$ cat src/rtl/fetch_controller_pkg.sv
// Shared definitions for the instruction fetch controller.
// - fetch_state_e : controller FSM states (IDLE, RUN, HALT)
// - IMEM_DEPTH    : default instruction memory size in words
// - NOP_INSTR     : instruction word loaded into IF/ID on a flush
package fetch_controller_pkg;

    typedef enum logic [1:0] {
        ST_IDLE = 2'd0,
        ST_RUN  = 2'd1,
        ST_HALT = 2'd2
    } fetch_state_e;

    localparam int          IMEM_DEPTH = 8;
    localparam logic [31:0] NOP_INSTR  = 32'h0;

endpackage

$ cat src/rtl/fetch_controller_if.sv
// Bus bundle between the fetch controller and its environment
// (hazard unit, EX-stage branch resolution, instruction memory, ID stage).
// - stall_i, redirect_i, redirect_pc_i : pipeline control into fetch
// - imem_addr_o / imem_instr_i         : instruction memory read port
// - if_valid_o, if_pc_o, if_instr_o    : IF/ID register contents
// - halted_o, fetch_count_o            : status
// modport master : the fetch controller side
// modport slave  : the environment side
interface fetch_controller_if #(
    parameter int PC_W  = 32,
    parameter int CNT_W = 16
) ();

    logic             stall_i;
    logic             redirect_i;
    logic [PC_W-1:0]  redirect_pc_i;
    logic [PC_W-1:0]  imem_addr_o;
    logic [31:0]      imem_instr_i;
    logic             if_valid_o;
    logic [PC_W-1:0]  if_pc_o;
    logic [31:0]      if_instr_o;
    logic             halted_o;
    logic [CNT_W-1:0] fetch_count_o;

    modport master (
        input  stall_i, redirect_i, redirect_pc_i, imem_instr_i,
        output imem_addr_o, if_valid_o, if_pc_o, if_instr_o, halted_o, fetch_count_o
    );

    modport slave (
        output stall_i, redirect_i, redirect_pc_i, imem_instr_i,
        input  imem_addr_o, if_valid_o, if_pc_o, if_instr_o, halted_o, fetch_count_o
    );

endinterface

$ cat src/rtl/fetch_controller_sat_counter.sv
// Saturating up-counter: increments on inc, sticks at all-ones.
// Ports: clk, rst (synchronous, active-low), inc, count[W-1:0].
module sat_counter #(
    parameter int W = 16
) (
    input  logic         clk,
    input  logic         rst,
    input  logic         inc,
    output logic [W-1:0] count
);

    logic [W-1:0] count_q;
    logic [W-1:0] count_d;

    always_comb begin
        count_d = count_q;
        if (inc && (count_q != {W{1'b1}})) begin
            count_d = count_q + W'(1);
        end
    end

    always_ff @(posedge clk) begin
        if (!rst) begin
            count_q <= '0;
        end else begin
            count_q <= count_d;
        end
    end

    assign count = count_q;

endmodule

$ cat src/rtl/fetch_controller.sv
// Instruction fetch sequencer for a 5-stage MIPS pipeline.
// Owns the word-indexed PC, drives the instruction memory address and loads
// the IF/ID register. Fetch stops (HALT) once the PC leaves 0..DEPTH-1.
// Ports:
//   clk  : clock, rising edge
//   rst  : synchronous, active-low reset
//   bus  : fetch_controller_if.master (control in, imem port, IF/ID out, status)
module fetch_controller
    import fetch_controller_pkg::*;
#(
    parameter int PC_W  = 32,
    parameter int DEPTH = IMEM_DEPTH,
    parameter int CNT_W = 16
) (
    input  logic                clk,
    input  logic                rst,
    fetch_controller_if.master  bus
);

    localparam logic [PC_W-1:0] DEPTH_PC = PC_W'(DEPTH);

    fetch_state_e    state_q,    state_d;
    logic [PC_W-1:0] pc_q,       pc_d;
    logic            if_valid_q, if_valid_d;
    logic [PC_W-1:0] if_pc_q,    if_pc_d;
    logic [31:0]     if_instr_q, if_instr_d;
    logic            halted_q,   halted_d;
    logic            fetch_inc;
    logic [PC_W-1:0] pc_next;
    logic            target_in_range;

    assign pc_next         = pc_q + PC_W'(1);
    assign target_in_range = (bus.redirect_pc_i < DEPTH_PC);

    always_comb begin
        state_d    = state_q;
        pc_d       = pc_q;
        if_valid_d = if_valid_q;
        if_pc_d    = if_pc_q;
        if_instr_d = if_instr_q;
        fetch_inc  = 1'b0;

        case (state_q)
            // One dead cycle after reset; control inputs are not looked at.
            ST_IDLE: state_d = ST_RUN;

            ST_RUN: begin
                if (bus.redirect_i) begin
                    // Redirect wins over stall: the wrong-path entry is squashed.
                    pc_d       = bus.redirect_pc_i;
                    if_valid_d = 1'b0;
                    if_pc_d    = '0;
                    if_instr_d = NOP_INSTR;
                    if (!target_in_range) begin
                        state_d = ST_HALT;
                    end
                end else if (!bus.stall_i) begin
                    if_valid_d = 1'b1;
                    if_pc_d    = pc_q;
                    if_instr_d = bus.imem_instr_i;
                    fetch_inc  = 1'b1;
                    pc_d       = pc_next;
                    if (pc_next == DEPTH_PC) begin
                        state_d = ST_HALT;
                    end
                end
            end

            ST_HALT: begin
                if (bus.redirect_i && target_in_range) begin
                    pc_d       = bus.redirect_pc_i;
                    if_valid_d = 1'b0;
                    if_pc_d    = '0;
                    if_instr_d = NOP_INSTR;
                    state_d    = ST_RUN;
                end else if (!bus.stall_i) begin
                    // A stalled ID stage still needs the last instruction, so
                    // the entry is only dropped once the stall lifts.
                    if_valid_d = 1'b0;
                    if_pc_d    = '0;
                    if_instr_d = NOP_INSTR;
                end
            end

            default: state_d = ST_IDLE;
        endcase

        // Registered so halted_o lines up with the state it decodes.
        halted_d = (state_d == ST_HALT);
    end

    always_ff @(posedge clk) begin
        if (!rst) begin
            state_q    <= ST_IDLE;
            pc_q       <= '0;
            if_valid_q <= 1'b0;
            if_pc_q    <= '0;
            if_instr_q <= NOP_INSTR;
            halted_q   <= 1'b0;
        end else begin
            state_q    <= state_d;
            pc_q       <= pc_d;
            if_valid_q <= if_valid_d;
            if_pc_q    <= if_pc_d;
            if_instr_q <= if_instr_d;
            halted_q   <= halted_d;
        end
    end

    sat_counter #(.W(CNT_W)) u_fetch_count (
        .clk   (clk),
        .rst   (rst),
        .inc   (fetch_inc),
        .count (bus.fetch_count_o)
    );

    assign bus.imem_addr_o = pc_q;
    assign bus.if_valid_o  = if_valid_q;
    assign bus.if_pc_o     = if_pc_q;
    assign bus.if_instr_o  = if_instr_q;
    assign bus.halted_o    = halted_q;

endmodule

$ cat src/flat_wrapper.sv
// flat-port wrapper written by rule: the top's interface ports become plain ports
module fetch_controller_flat import fetch_controller_pkg::*;
#(
    parameter int PC_W  = 32,
    parameter int DEPTH = IMEM_DEPTH,
    parameter int CNT_W = 16
)
  (clk, rst, bus_stall_i, bus_redirect_i, bus_redirect_pc_i, bus_imem_instr_i, bus_imem_addr_o, bus_if_valid_o, bus_if_pc_o, bus_if_instr_o, bus_halted_o, bus_fetch_count_o);
  fetch_controller_if #(.PC_W(PC_W), .CNT_W(CNT_W)) bus_i ();
  input  logic clk;
  input  logic rst;
  input wire logic [$bits(bus_i.stall_i)-1:0] bus_stall_i;
  input wire logic [$bits(bus_i.redirect_i)-1:0] bus_redirect_i;
  input wire logic [$bits(bus_i.redirect_pc_i)-1:0] bus_redirect_pc_i;
  input wire logic [$bits(bus_i.imem_instr_i)-1:0] bus_imem_instr_i;
  output wire logic [$bits(bus_i.imem_addr_o)-1:0] bus_imem_addr_o;
  output wire logic [$bits(bus_i.if_valid_o)-1:0] bus_if_valid_o;
  output wire logic [$bits(bus_i.if_pc_o)-1:0] bus_if_pc_o;
  output wire logic [$bits(bus_i.if_instr_o)-1:0] bus_if_instr_o;
  output wire logic [$bits(bus_i.halted_o)-1:0] bus_halted_o;
  output wire logic [$bits(bus_i.fetch_count_o)-1:0] bus_fetch_count_o;
  assign bus_i.stall_i = bus_stall_i;
  assign bus_i.redirect_i = bus_redirect_i;
  assign bus_i.redirect_pc_i = bus_redirect_pc_i;
  assign bus_i.imem_instr_i = bus_imem_instr_i;
  assign bus_imem_addr_o = bus_i.imem_addr_o;
  assign bus_if_valid_o = bus_i.if_valid_o;
  assign bus_if_pc_o = bus_i.if_pc_o;
  assign bus_if_instr_o = bus_i.if_instr_o;
  assign bus_halted_o = bus_i.halted_o;
  assign bus_fetch_count_o = bus_i.fetch_count_o;
  fetch_controller #(.PC_W(PC_W), .DEPTH(DEPTH), .CNT_W(CNT_W)) u_core (.clk(clk), .rst(rst), .bus(bus_i));
endmodule
$ cat config.mk
export PLATFORM = sky130hd
export DESIGN_NAME = fetch_controller_flat
export DESIGN_NICKNAME = d
export VERILOG_FILES = /design/src/rtl/fetch_controller_pkg.sv /design/src/rtl/fetch_controller_if.sv /design/src/rtl/fetch_controller_sat_counter.sv /design/src/rtl/fetch_controller.sv /design/src/flat_wrapper.sv
export SDC_FILE = /design/constraint.sdc
export NUM_CORES = 1
export LEC_CHECK = 0
export ABC_CLOCK_PERIOD_IN_PS = 4300
export BUFFER_PORTS_ARGS = -buffer_cell sky130_fd_sc_hd__buf_2
export CAP_MARGIN = 20
export CORE_ASPECT_RATIO = 0.5
export CORE_UTILIZATION = 55
export DETAILED_ROUTE_END_ITERATION = 10
export PLACE_DENSITY = 0.84
export RECOVER_POWER = 50
export SLEW_MARGIN = 5
export SYNTH_ARGS = -nofsm -noshare
export SYNTH_HDL_FRONTEND = slang
export SYNTH_SLANG_ARGS = --single-unit
$ cat constraint.sdc
create_clock -name clk -period 4.3 [get_ports clk]
set_clock_uncertainty 0.05 [all_clocks]
set_input_delay 0 -clock clk [delete_from_list [all_inputs] [get_ports clk]]
set_output_delay 0 -clock clk [all_outputs]
set_load 0.01 [all_outputs]
### Yosys cells after proc, flatten, opt, wreduce, memory -nomap -nowiden

Cells that the tools add are included.
W data, S select, Z words.

* $add $sub $neg: 2
* $lt $le $gt $ge: 1
* equal/unequal tests: 8
* multiplexer cells: 26
* reduce and logical (&&, ||, !) cells: 6

Operators by type and width (count)
* $mux W32: 9
* $pmux W32 S2: 3
* $add A32 B1 Y32 const B: 1
* $eq A32 B4 Y1 const B: 1
* $lt A32 B4 Y1 const B: 1
* $add A16 B1 Y16 const B: 1
* $ne A16 B16 Y1 const B: 1
* $mux W2: 5
* $mux W1: 7
* $pmux W2 S3: 1
* $reduce_and A3 Y1: 2
* $eq A2 B2 Y1 const B: 2
* $ne A3 B2 Y1 const B: 1
* $ne A3 B3 Y1 const B: 1
* $eq A2 B1 Y1 const B: 1
* $logic_and A1 B1 Y1: 2
* $logic_not A2 Y1: 1
* $ne A2 B1 Y1 const B: 1
* $pmux W1 S2: 1
* $reduce_bool A2 Y1: 1

* register bits: 116
* bits of input ports: 68
* output and inout port bits: 114
* logic and storage cells: 50

### Logic depth before layout (Yosys ltp)

Gate-level depths: netlist of run 1.

* word-level depth: 7
* depth in mapped cells: 11

### Cells and area by module

A second synthesis of run 1 with hierarchy kept.

* cells, all modules: 746
* area, all modules: 6055.8 um2

By module, submodules not included
* fetch_controller: times used 1, cells an instance 649, area each 5218.8 um2, sequential area each 2001.9 um2
* sat_counter: times used 1, cells an instance 97, area each 837.1 um2, sequential area each 320.3 um2

### Least setup slack after synthesis of run 1

Ideal clock, no wire load.

* path kind: flip-flop to flip-flop
* from: register u_core.pc_q[0], in the netlist u_core.bus.imem_addr_o[0]
* to: register u_core.state_q[1]
* setup time: 0.074 ns
* data arrival time: 2.663 ns
* required time: 4.176 ns
* path slack: 1.513 ns
* stages on the path, launching flop included: 9
* path buffers: 0
* period minus slack after synthesis: 2.787 ns
* cell sequence: dfxtp_1 -> ha_1 -> nand3_2 -> nor4_2 -> nand3_1 -> a22oi_1 -> or3b_1 -> or4_1 -> a31oi_1

* longest elaborated chain between the ends: 6

RTL lines
* start, declared: line fetch_controller.sv:23 `logic [PC_W-1:0] pc_q, pc_d;`
* start signal, assigned: line fetch_controller.sv:102 `pc_q <= pc_d;`
* $add A32 B1 Y32: line fetch_controller.sv:32 `assign pc_next = pc_q + PC_W'(1);`
* $eq A32 B4 Y1: line fetch_controller.sv:63 `if (pc_next == DEPTH_PC) begin`
* $mux W2: line fetch_controller.sv:63
* $mux W2: line fetch_controller.sv:57 `end else if (!bus.stall_i) begin`
* $mux W2: line fetch_controller.sv:48 `if (bus.redirect_i) begin`
* $pmux W2 S3: line fetch_controller.sv:43 `case (state_q)`
* end signal, assigned: line fetch_controller.sv:101 `state_q <= state_d;`
* end, declared: line fetch_controller.sv:22 `fetch_state_e state_q, state_d;`

No other way between the ends.
A chain may end at the register's enable or synchronous reset.

### Worst setup path in the final report of run 1

Same ends and word-level chain as after synthesis.

==> out/results.ini, run 1 <==
[sta]
tightest_slew_ns=0.800
fmaxAchievable_ghz=0.301
rsz0062_at_grt=no
maxSlewViolCount=0
period_share_pct=77.2
hold_viol=0
setup_slack_ns=0.979
fin_setup_tns_ns=0
max-slew-margin-rel_pct=46.6
finalSetupViolCount=0
post-route-min-period_ns=3.32
worst_hold_slack_ns=0.0349

[finish]
final_cells=1171
final_cell_mix=dfxtp_1, clkbuf_1, nand2_1
area_delta_synth_final_pct=32.4
mostFrequentLayoutCell=dfxtp_1
final_core_util_pct=74.9
nNetsFinal=1087
diodes=0
fin_area_mm2=0.00825
drive_above_1_share_pct=12.2

[floorplanning]
die_height_um=77.3
rows=27
die_w_um=153
core_mm2=0.0110
start_util_pct=56.6
io_pins=182
dieArea_mm2=0.0118

[power]
p_seq_share_pct=37.3
p_switching_mw=1.05
internal_power_mw=2.23
power_frac_comb_pct=18.3
p_leak_nw=2.94
sw_frac_of_total_pct=32.1
power_mw=3.28
pwr-share-clk_pct=44.4
p_per_area_mw_per_mm2=398
ir_drop_uv=244

[global_routing]
grt_max_degree=97
antenna_found_initial=2
overflow=0
grt_pass1_vias=6786
grt_pass1_wl_um=34700
gr-usage-all-layers_pct=37.4

[critical_path]
cp.arrival_ns=3.63
reg2reg_from=u_core.bus.imem_addr_o[0]$_SDFFE_PN0P_
r2r_end=u_core.state_q[1]$_SDFF_PN0_
path_class=reg -> reg
start_kind=flip-flop
cp.required_ns=4.60
r2r_slack_ns=0.98
r2r_cells=8
end_kind=flip-flop
cp_max_fo=8

[routing]
drt_iter0_drc=859
wirelength_um=22100
avgRoutedWirePerCell_um=18.9
post_drt_via_cell_ratio=6.20
first_pass_iters=9
drc=6
num_vias=7260
ant_nets=0

[run]
drv_cap=0

[min_path]
hold_path_end=u_core.bus.imem_addr_o[28]$_SDFFE_PN0P_
hold_class=in -> reg
min_from=bus_redirect_pc_i[28]
min_path_cells=4

[placement]
portBuffers=181
dp_worst_setup_slack_ns=1.12
routabilityCongestion=0.947
dpl_cell_area_mm2=0.00715
dp_hpwl_um=13500
dp_cells=1077

[run_status]
violations=design-rule violations
status=complete, but fails checks

[synth]
ys_ff_latch=116
yosysSeqAreaShare_pct=37.3
synth_top_cell_area_share_pct=37.3
yosys-top-cells-area=dfxtp_1, a21boi_0, nand3_1
syn_avg_cell_area_um2=7.68
async_flop_share_pct=0
post-synth-top-area-cell=dfxtp_1
ys.flop_type=dfxtp_1
synth_warnings=0
synth_edf_count=0
syn_area_mm2=0.00623
syn-instance-count=811
yosysUniqueCellTypes=61
synthesis.nets=885

[clock_network]
cts_root_buf=clkbuf_16
cts_max_level=4
clkTransAtPathRegs_ns=0.06
cts_buffers=17
clockBufferDepth=2
cts_tree=done
clk_latency_ns=0.42
post_cts_resize_count=0
cts_setup_buffers=0
cts.sinks=116

-- synthesized netlist by cell type, types with 3 or more instances --
| cell type | n |
|---|---|
| o22ai_1 | 3 |
| nand2_1 | 112 |
| xor2_1 | 7 |
| ha_1 | 6 |
| a41oi_1 | 3 |
| dfxtp_1 | 116 |
| o211ai_1 | 3 |
| o21ai_0 | 34 |
| a21oi_1 | 34 |
| and2_1 | 26 |
| nor2_1 | 51 |
| a211oi_1 | 6 |
| or4_1 | 5 |
| mux2i_1 | 4 |
| buf_1 | 3 |
| and3_1 | 7 |
| or3_1 | 6 |
| xnor2_1 | 15 |
| a31oi_1 | 8 |
| o31ai_1 | 7 |
| nor2b_1 | 11 |
| a22oi_1 | 12 |
| nor3_1 | 16 |
| inv_1 | 14 |
| nand3_1 | 85 |
| and4_1 | 8 |
| buf_2 | 12 |
| a21boi_0 | 69 |
| nand4_1 | 21 |
| clkbuf_1 | 55 |
| nor4_1 | 12 |
-- final cells by class --
class                           instances  area (um^2)
Inverter                               15         56.3
Tap cell                              145          181
Timing Repair Buffer                  253         1490
Sequential cell                       116         2320
Clock buffer                           17          425
Fill cell                             859         2770
Multi-Input combinational cell        610         3600
Clock inverter                         15          174
-- flip-flops by register name, summed over array words and instances, names as in the netlist --
signal and flops:
u_core.bus.halted_o 1, u_core.bus.if_instr_o 32, u_core.bus.if_pc_o 32, u_core.bus.if_valid_o 1
u_core.bus.imem_addr_o 32, u_core.state_q 2, u_core.u_fetch_count.count 16
-- per-layer routing --
layer	up-vias	share of wire (%)	GRT usage [%]
li1	3307	-	-
met1	3380	41	46.2
met2	489	43	58.4
met3	84	12	13.8
met4	0	3.3	17.0
met5	-	0	0
-- power groups by stage --
stage | Combinational [mW] | Sequential, mW | Clock, mW
after global routing | 0.645 | 1.23 | 1.51
after global placement | 0.537 | 1.23 | 0
after floorplan | 0.347 | 1.22 | 0
final | 0.601 | 1.22 | 1.46
after detailed placement | 0.539 | 1.24 | 0
after CTS | 0.584 | 1.21 | 1.46
-- what timing repair did --
item                       4_1_cts  5_1_grt
setup endpoints to repair        0        0
hold endpoints to repair        62        0
hold buffers                    61        0
-- logic make-up (layout without fill, tap and decap cells) --
group / Yosys count / after routing / share of synthesized area [%]
and+or+nand+nor: 379 / 379 / 30.9
muxes: 4 / 4 / 0.643
adders and majority gates: 6 / 6 / 1.21
buffers and inverters: 85 / 300 / 5.36
xor gates and xnor gates: 22 / 22 / 3.09
AOI/OAI and AO/OA: 199 / 199 / 21.6
DFF: 116 / 116 / 37.3
-- worst max path at each step --
| stage | startpoint | endpoint | cells past startpoint |
|---|---|---|---|
| floorplan | u_core.bus.imem_addr_o[0]$_SDFFE_PN0P_ | u_core.state_q[1]$_SDFF_PN0_ | 8 |
| global placement | u_core.bus.imem_addr_o[0]$_SDFFE_PN0P_ | u_core.state_q[1]$_SDFF_PN0_ | 8 |
| detailed placement | u_core.bus.imem_addr_o[0]$_SDFFE_PN0P_ | u_core.state_q[1]$_SDFF_PN0_ | 8 |
| CTS | u_core.bus.imem_addr_o[1]$_SDFFE_PN0P_ | u_core.state_q[1]$_SDFF_PN0_ | 8 |
| global route | u_core.bus.imem_addr_o[0]$_SDFFE_PN0P_ | u_core.bus.halted_o$_SDFF_PN0_ | 8 |
| finish | u_core.bus.imem_addr_o[0]$_SDFFE_PN0P_ | u_core.state_q[1]$_SDFF_PN0_ | 8 |
-- critical path, cell delays in order (launching register included) --
cell	delay (ns)
dfxtp_1	0.45
ha_1	0.29
nand3_2	0.24
nor4_2	0.70
nand3_1	0.15
a22oi_1	0.27
or3b_1	0.37
or4_1	0.57
a31oi_1	0.17
No activity file was read; power rests on OpenSTA's default activity.
==> inputs of run 2 (changes only) <==
--- a/config.mk
+++ b/config.mk
@@ -5,13 +5,13 @@
 export SDC_FILE = /design/constraint.sdc
 export NUM_CORES = 1
 export LEC_CHECK = 0
-export ABC_CLOCK_PERIOD_IN_PS = 4300
+export ABC_CLOCK_PERIOD_IN_PS = 2950
 export BUFFER_PORTS_ARGS = -buffer_cell sky130_fd_sc_hd__buf_2
 export CAP_MARGIN = 20
 export CORE_ASPECT_RATIO = 0.5
-export CORE_UTILIZATION = 55
+export CORE_UTILIZATION = 47
 export DETAILED_ROUTE_END_ITERATION = 10
-export PLACE_DENSITY = 0.84
+export PLACE_DENSITY = 0.76
 export RECOVER_POWER = 50
 export SLEW_MARGIN = 5
 export SYNTH_ARGS = -nofsm -noshare
==> constraint.sdc (replaced) <==
create_clock -name clk -period 2.95 [get_ports clk]
set_clock_uncertainty 0.05 [all_clocks]
set_input_delay 0 -clock clk [delete_from_list [all_inputs] [get_ports clk]]
set_output_delay 0 -clock clk [all_outputs]
set_load 0.01 [all_outputs]
==> run 2 against run 1 <==
  * The run now ends clean
  * Sequential share of layout area decreased by 1.0 points
  * Cell count rose by 5.3%
  * Utilization shrank 7.9 points
  * Clock power up 41%
  * Combinational power rose by 63%
  * Setup slack got worse by 0.88 ns
  * Wire length down 1.0%
  * Sequential power is 42% higher
  * First-iteration DRC count fell by 23%
  * Critical path depth increased by 2
==> out/results.ini, run 2 (synthesis gave the netlist of run 1 again) <==
[critical_path]
cp.arrival_ns=3.12
cp_max_fo=65
r2r_end=u_core.state_q[1]$_SDFF_PN0_
r2r_cells=7
r2r_slack_ns=0.1
worstSetupPathDepth=10
path_delay_family=simple AND/OR/NAND/NOR gates
crit_chain=dlygate4sd3_1 > buf_2 > or4_1 > nor3_1 > nand4_1 > a21oi_1 > o21a_2 > buf_12 > nand3_1 > a21boi_0
crit_path_end=u_core.bus.if_instr_o[4]$_SDFFE_PN0P_
timing.critical_path.from=bus_redirect_pc_i[20]
end_kind=flip-flop
cp.required_ns=3.22
crit_path_top_delay_cell=dlygate4sd3_1
worstPathBufferInverterCount=3
slowest_delay_ns=0.54
reg2reg_from=u_core.bus.imem_addr_o[6]$_SDFFE_PN0P_
start_kind=input port
path_class=in -> reg

[sta]
period_share_pct=96.7
tightest_slew_ns=0.629
hold_viol=0
max-slew-margin-rel_pct=57.6
fmaxAchievable_ghz=0.351
finalSetupViolCount=0
fin_setup_tns_ns=0
post-route-min-period_ns=2.85
maxSlewViolCount=0

[global_routing]
grt_pass1_vias=6703
antenna_found_initial=0
overflow=0
gr-usage-all-layers_pct=31.9
grt_pass1_wl_um=34400
grt_max_degree=75

[clock_network]
clockBufferDepth=2
cts_root_buf=clkbuf_16
clk_latency_ns=0.41
cts_buffers=17
clkTransAtPathRegs_ns=0.06
cts.sinks=116
cts_tree=done
cts_setup_buffers=0
cts_max_level=4

[run]
drv_cap=0

[floorplanning]
die_w_um=165
dieArea_mm2=0.0137
io_pins=182
die_height_um=83.4
core_mm2=0.0128
start_util_pct=48.6
rows=29

[routing]
avgRoutedWirePerCell_um=17.7
first_pass_iters=7
drt_iter0_drc=660
num_vias=7243
highest_layer=met4
wl_met3_um=2170
ant_nets=0
post_drt_via_cell_ratio=5.87
drt-met1-wl_um=9350
wirelength_um=21900
drc=0
met2_wirelength_um=9740

[power]
ir_drop_uv=384
p_leak_nw=3.19
p_per_area_mw_per_mm2=556

[run_status]
status=finished, final reports clean

[finish]
final_cells=1233
fillers=1116
diodes=0
area_delta_synth_final_pct=37.7
final_cell_mix=nand2_1, dfxtp_1, clkbuf_1
drive_above_1_share_pct=16.9
nNetsFinal=1124

[placement]
dp_cells=1140
dp_hpwl_um=14200
routabilityCongestion=0.993
portBuffers=181

[min_path]
min_from=rst
hold_class=in -> reg

==> run 2: changes by cell type in the layout (fill, tap and decap cells not counted), moves of 2 or more <==
cell / change
dfxtp_2: +4
nor4_2: +2
buf_12: +3
buf_4: +23
clkbuf_1: -9
nor4_1: -3
buf_2: +23
dfxtp_1: -4
inv_8: -2
==> run 2: stage by stage <==
step                      power [mW]  util, %  worst slack, ns  cell area [um^2]  hold slack (ns)
after global routing            4.95     67.0         -0.00500              8580           0.0210
after floorplan                 2.29        -            0.163              6230            0.108
after detailed placement        2.66     58.6          -0.0164              7510            0.222
after global placement          2.65     58.6           0.0997              7510            0.215
final                           4.77     67.0           0.0978              8580          0.00312
after CTS                       4.78     68.0           0.0839              8710          0.00287
==> run 2: power by group <==
group	switching, mW	leakage (nW)	internal, mW
logic	0.604	1.97	0.374
clock network	0.804	0.275	1.26
registers	0.0807	0.943	1.65
total	1.49	3.19	3.28
==> run 2: layer usage <==
metal | track usage [%] | vias to the layer above
met1 | 41.7 | 3418
li1 | - | 3375
met2 | 49.7 | 385
met4 | 12.1 | 0
met5 | 0 | -
met3 | 8.99 | 65
==> run 2: layout make-up <==
class | count | area [um^2] | area share (%)
multi-input combinational | 610 | 3630 | 42.3
inverter | 15 | 56.3 | 0.656
sequential | 116 | 2330 | 27.1
tap | 170 | 213 | 2.48
timing repair buffer | 290 | 1770 | 20.6
clock inverter | 13 | 149 | 1.74
clock buffer | 19 | 433 | 5.05
==> run 2: what timing repair did <==
| action | 4_1_cts | 5_1_grt |
|---|---|---|
| hold endpoints to repair | 62 | 0 |
| resized for setup | 1 | 9 |
| hold buffers | 61 | 0 |
| setup endpoints to repair | 1 | 13 |
| pin swaps | 0 | 0 |
==> run 2: worst min path at each step <==
stage	cells after the start	slack [ns]	endpoint
floorplan	2	0.11	u_core.bus.if_instr_o[26]$_SDFFE_PN0P_
global placement	3	0.21	u_core.bus.if_instr_o[7]$_SDFFE_PN0P_
detailed placement	3	0.22	u_core.bus.if_instr_o[1]$_SDFFE_PN0P_
CTS	2	0.003	u_core.u_fetch_count.count[6]$_SDFFE_PN0P_
global route	2	0.02	u_core.u_fetch_count.count[6]$_SDFFE_PN0P_
finish	2	0.003	u_core.u_fetch_count.count[6]$_SDFFE_PN0P_
==> inputs of run 3 (changes only) <==
--- a/config.mk
+++ b/config.mk
@@ -5,11 +5,12 @@
 export SDC_FILE = /design/constraint.sdc
 export NUM_CORES = 1
 export LEC_CHECK = 0
+export ABC_AREA = 1
 export ABC_CLOCK_PERIOD_IN_PS = 2950
 export BUFFER_PORTS_ARGS = -buffer_cell sky130_fd_sc_hd__buf_2
 export CAP_MARGIN = 20
 export CORE_ASPECT_RATIO = 0.5
-export CORE_UTILIZATION = 47
+export CORE_UTILIZATION = 46
 export DETAILED_ROUTE_END_ITERATION = 10
 export PLACE_DENSITY = 0.76
 export RECOVER_POWER = 50
@@ -17,3 +18,4 @@
 export SYNTH_ARGS = -nofsm -noshare
 export SYNTH_HDL_FRONTEND = slang
 export SYNTH_SLANG_ARGS = --single-unit
+export TNS_END_PERCENT = 20
==> constraint.sdc (replaced) <==
create_clock -name clk -period 2.95 [get_ports clk]
set_clock_uncertainty 0.05 [all_clocks]
set_input_delay 0 -clock clk [delete_from_list [all_inputs] [get_ports clk]]
set_output_delay 0 -clock clk [all_outputs]
set_load 0.02 [all_outputs]
==> run 3 against run 2 <==
  * Combinational power fell by 14%
  * Global-route usage fell by 3.5 points
  * Die area fell by 6.6%
  * Total power fell by 2.6%
  * Flip-flop and latch count did not move
  * Final area fell by 9.8%
  * First-iteration DRC count rose by 17%
  * Largest cell class unchanged
  * Highest routed layer unchanged
==> out/results.ini, run 3 <==
[synth]
syn_avg_cell_area_um2=6.55
ys.flop_type=dfxtp_1
synth_warnings=0
yosysSeqAreaShare_pct=40.8
ys_ff_latch=116
synthTopCellsByCount=nand2_1, a21oi_1, dfxtp_1, nor2_1, inv_1
post-synth-top-area-cell=dfxtp_1
async_flop_share_pct=0
synth_edf_count=0
syn_area_mm2=0.00569
synth_top_cell_area_share_pct=40.8
syn-instance-count=868
yosysUniqueCellTypes=33
synthesis.nets=942
synth_most_common_cell=nand2_1
yosys-top-cells-area=dfxtp_1, nand2_1, a21oi_1

[sta]
hold_viol=0
maxSlewViolCount=0
tightest_slew_ns=0.703
finalSetupViolCount=0
post-route-min-period_ns=2.43
fin_setup_tns_ns=0
period_share_pct=82.3
fmaxAchievable_ghz=0.412
rsz0062_at_grt=no
max-slew-margin-rel_pct=53.1

[power]
internal_power_mw=3.20
p_switching_mw=1.45
p_seq_share_pct=38.9
sw_frac_of_total_pct=31.1
pwr-share-clk_pct=43.1
ir_drop_uv=317
p_leak_nw=2.90
p_per_area_mw_per_mm2=600
power_frac_comb_pct=18.0

[global_routing]
grt_max_degree=70
grt_pass1_wl_um=29000
antenna_found_initial=0
grt_pass1_vias=5866
gr-usage-all-layers_pct=28.4
overflow=0

[placement]
routabilityCongestion=1.00
dpl_cell_area_mm2=0.00673
dp_hpwl_um=12100
portBuffers=181

[clock_network]
cts.sinks=116
cts_root_buf=clkbuf_16
cts_tree=done
clockBufferDepth=2
cts_max_level=4
clk_latency_ns=0.40
cts_buffers=17
clkTransAtPathRegs_ns=0.05

[run]
drv_cap=0

[routing]
post_drt_via_cell_ratio=5.23
num_vias=6662
first_pass_iters=5
avgRoutedWirePerCell_um=14.6
wirelength_um=18600
ant_nets=0
drt_iter0_drc=772
drc=0

[critical_path]
r2r_cells=10
cp.required_ns=3.22
crit_path_top_delay_cell=dlygate4sd3_1
r2r_end=u_core.bus.imem_addr_o[4]$_SDFFE_PN0P_
cp.arrival_ns=2.70
start_kind=input port
cp_max_fo=28
crit_path_end=u_core.bus.imem_addr_o[7]$_SDFFE_PN0P_
crit_chain=dlygate4sd3_1 > buf_2 > nor2_1 > nand3_1 > nor2_1 > nand4_1 > nand2_1 > nand2_2 > buf_4 > clkinv_1 > buf_4 > o21ai_0 > a21oi_1
r2r_slack_ns=0.53
slowest_delay_ns=0.55
worstSetupPathDepth=13
worstPathBufferInverterCount=5
timing.critical_path.from=bus_redirect_pc_i[18]
end_kind=flip-flop
reg2reg_from=u_core.state_q[0]$_SDFF_PN0_
path_class=in -> reg
path_delay_family=buffers and inverters

[finish]
fin_area_mm2=0.00774
mostFrequentLayoutCell=nand2_1
drive_above_1_share_pct=11.5
area_delta_synth_final_pct=36.0
final_cell_mix=nand2_1, a21oi_1, clkbuf_1
nNetsFinal=1170
diodes=0

[floorplanning]
rows=28
die_w_um=159
core_mm2=0.0119
dieArea_mm2=0.0128
start_util_pct=47.6
io_pins=182
die_height_um=80.6

[run_status]
status=finished, final reports clean

[min_path]
hold_class=in -> reg

-- run 3: worst min-delay path by stage --
stage,from,depth (start not counted),end
CTS,bus_redirect_pc_i[0],5,u_core.bus.imem_addr_o[0]$_SDFFE_PN0P_
detailed placement,bus_imem_instr_i[24],3,u_core.bus.if_instr_o[24]$_SDFFE_PN0P_
floorplan,bus_imem_instr_i[22],2,u_core.bus.if_instr_o[22]$_SDFFE_PN0P_
finish,bus_redirect_pc_i[21],5,u_core.bus.imem_addr_o[21]$_SDFFE_PN0P_
global placement,bus_imem_instr_i[31],3,u_core.bus.if_instr_o[31]$_SDFFE_PN0P_
global route,rst,2,u_core.u_fetch_count.count[5]$_SDFFE_PN0P_
-- run 3: area by class of cell --
cell class	count	area, um^2
multi-input cells	661	3020
clock buffers	21	440
inverters	54	203
repair buffers	246	1420
well taps	165	206
fillers	1108	4210
flip-flops and latches	116	2320
clock inverters	11	129
-- run 3: cells by family (layout without fill, tap and decap cells) --
family | count (synthesis) | count (layout) | synth area share [%]
flip-flops | 116 | 116 | 40.8
adder cells (fa/ha/maj) | 6 | 6 | 1.32
buffers and inverters | 91 | 332 | 6.18
AND/OR/NAND/NOR | 469 | 469 | 34.4
AO/OA/AOI/OAI | 180 | 180 | 16.4
XOR/XNOR | 6 | 6 | 0.924
-- run 3: per-layer routing --
metal / track usage (%) / vias up / wire length (um)
met4: 9.62 / 0 / 303
met1: 34.6 / 3038 / 8050
met2: 49.1 / 309 / 8740
met3: 7.59 / 36 / 1550
met5: 0 / - / 0
li1: - / 3279 / -
-- run 3: power by group through the flow --
stage	sequential, mW	combinational [mW]	clock, mW
floorplan	1.92	0.401	0
global placement	1.83	0.782	0
detailed placement	1.83	0.783	0
CTS	1.80	0.849	2.02
global route	1.82	0.914	2.09
finish	1.81	0.838	2.00
-- run 3: worst min-delay path: stages --
cell	delay, ns
buf_2	0.10
nor2_1	0.12
nor2_1	0.06
o21ai_0	0.06
a21oi_1	0.06
-- run 3: metrics by stage --
step	std cells	setup WS (ns)	total power [mW]	util [%]	hold slack (ns)
after floorplan	868	0.932	2.32	-	0.0939
after global placement	1184	0.691	2.61	56.4	0.199
after detailed placement	1184	0.641	2.61	56.4	0.207
after CTS	1274	0.570	4.67	66.0	0.00220
after global routing	1274	0.330	4.83	64.8	0.0595
final	1274	0.523	4.65	64.8	0.0107
-- run 3: what timing repair did --
item                                    in CTS  in global routing
resized for setup                            0                  0
endpoints found under the setup margin       0                  0
hold endpoints to repair                    58                  0
hold buffers                                58                  0
setup buffers                                0                  0
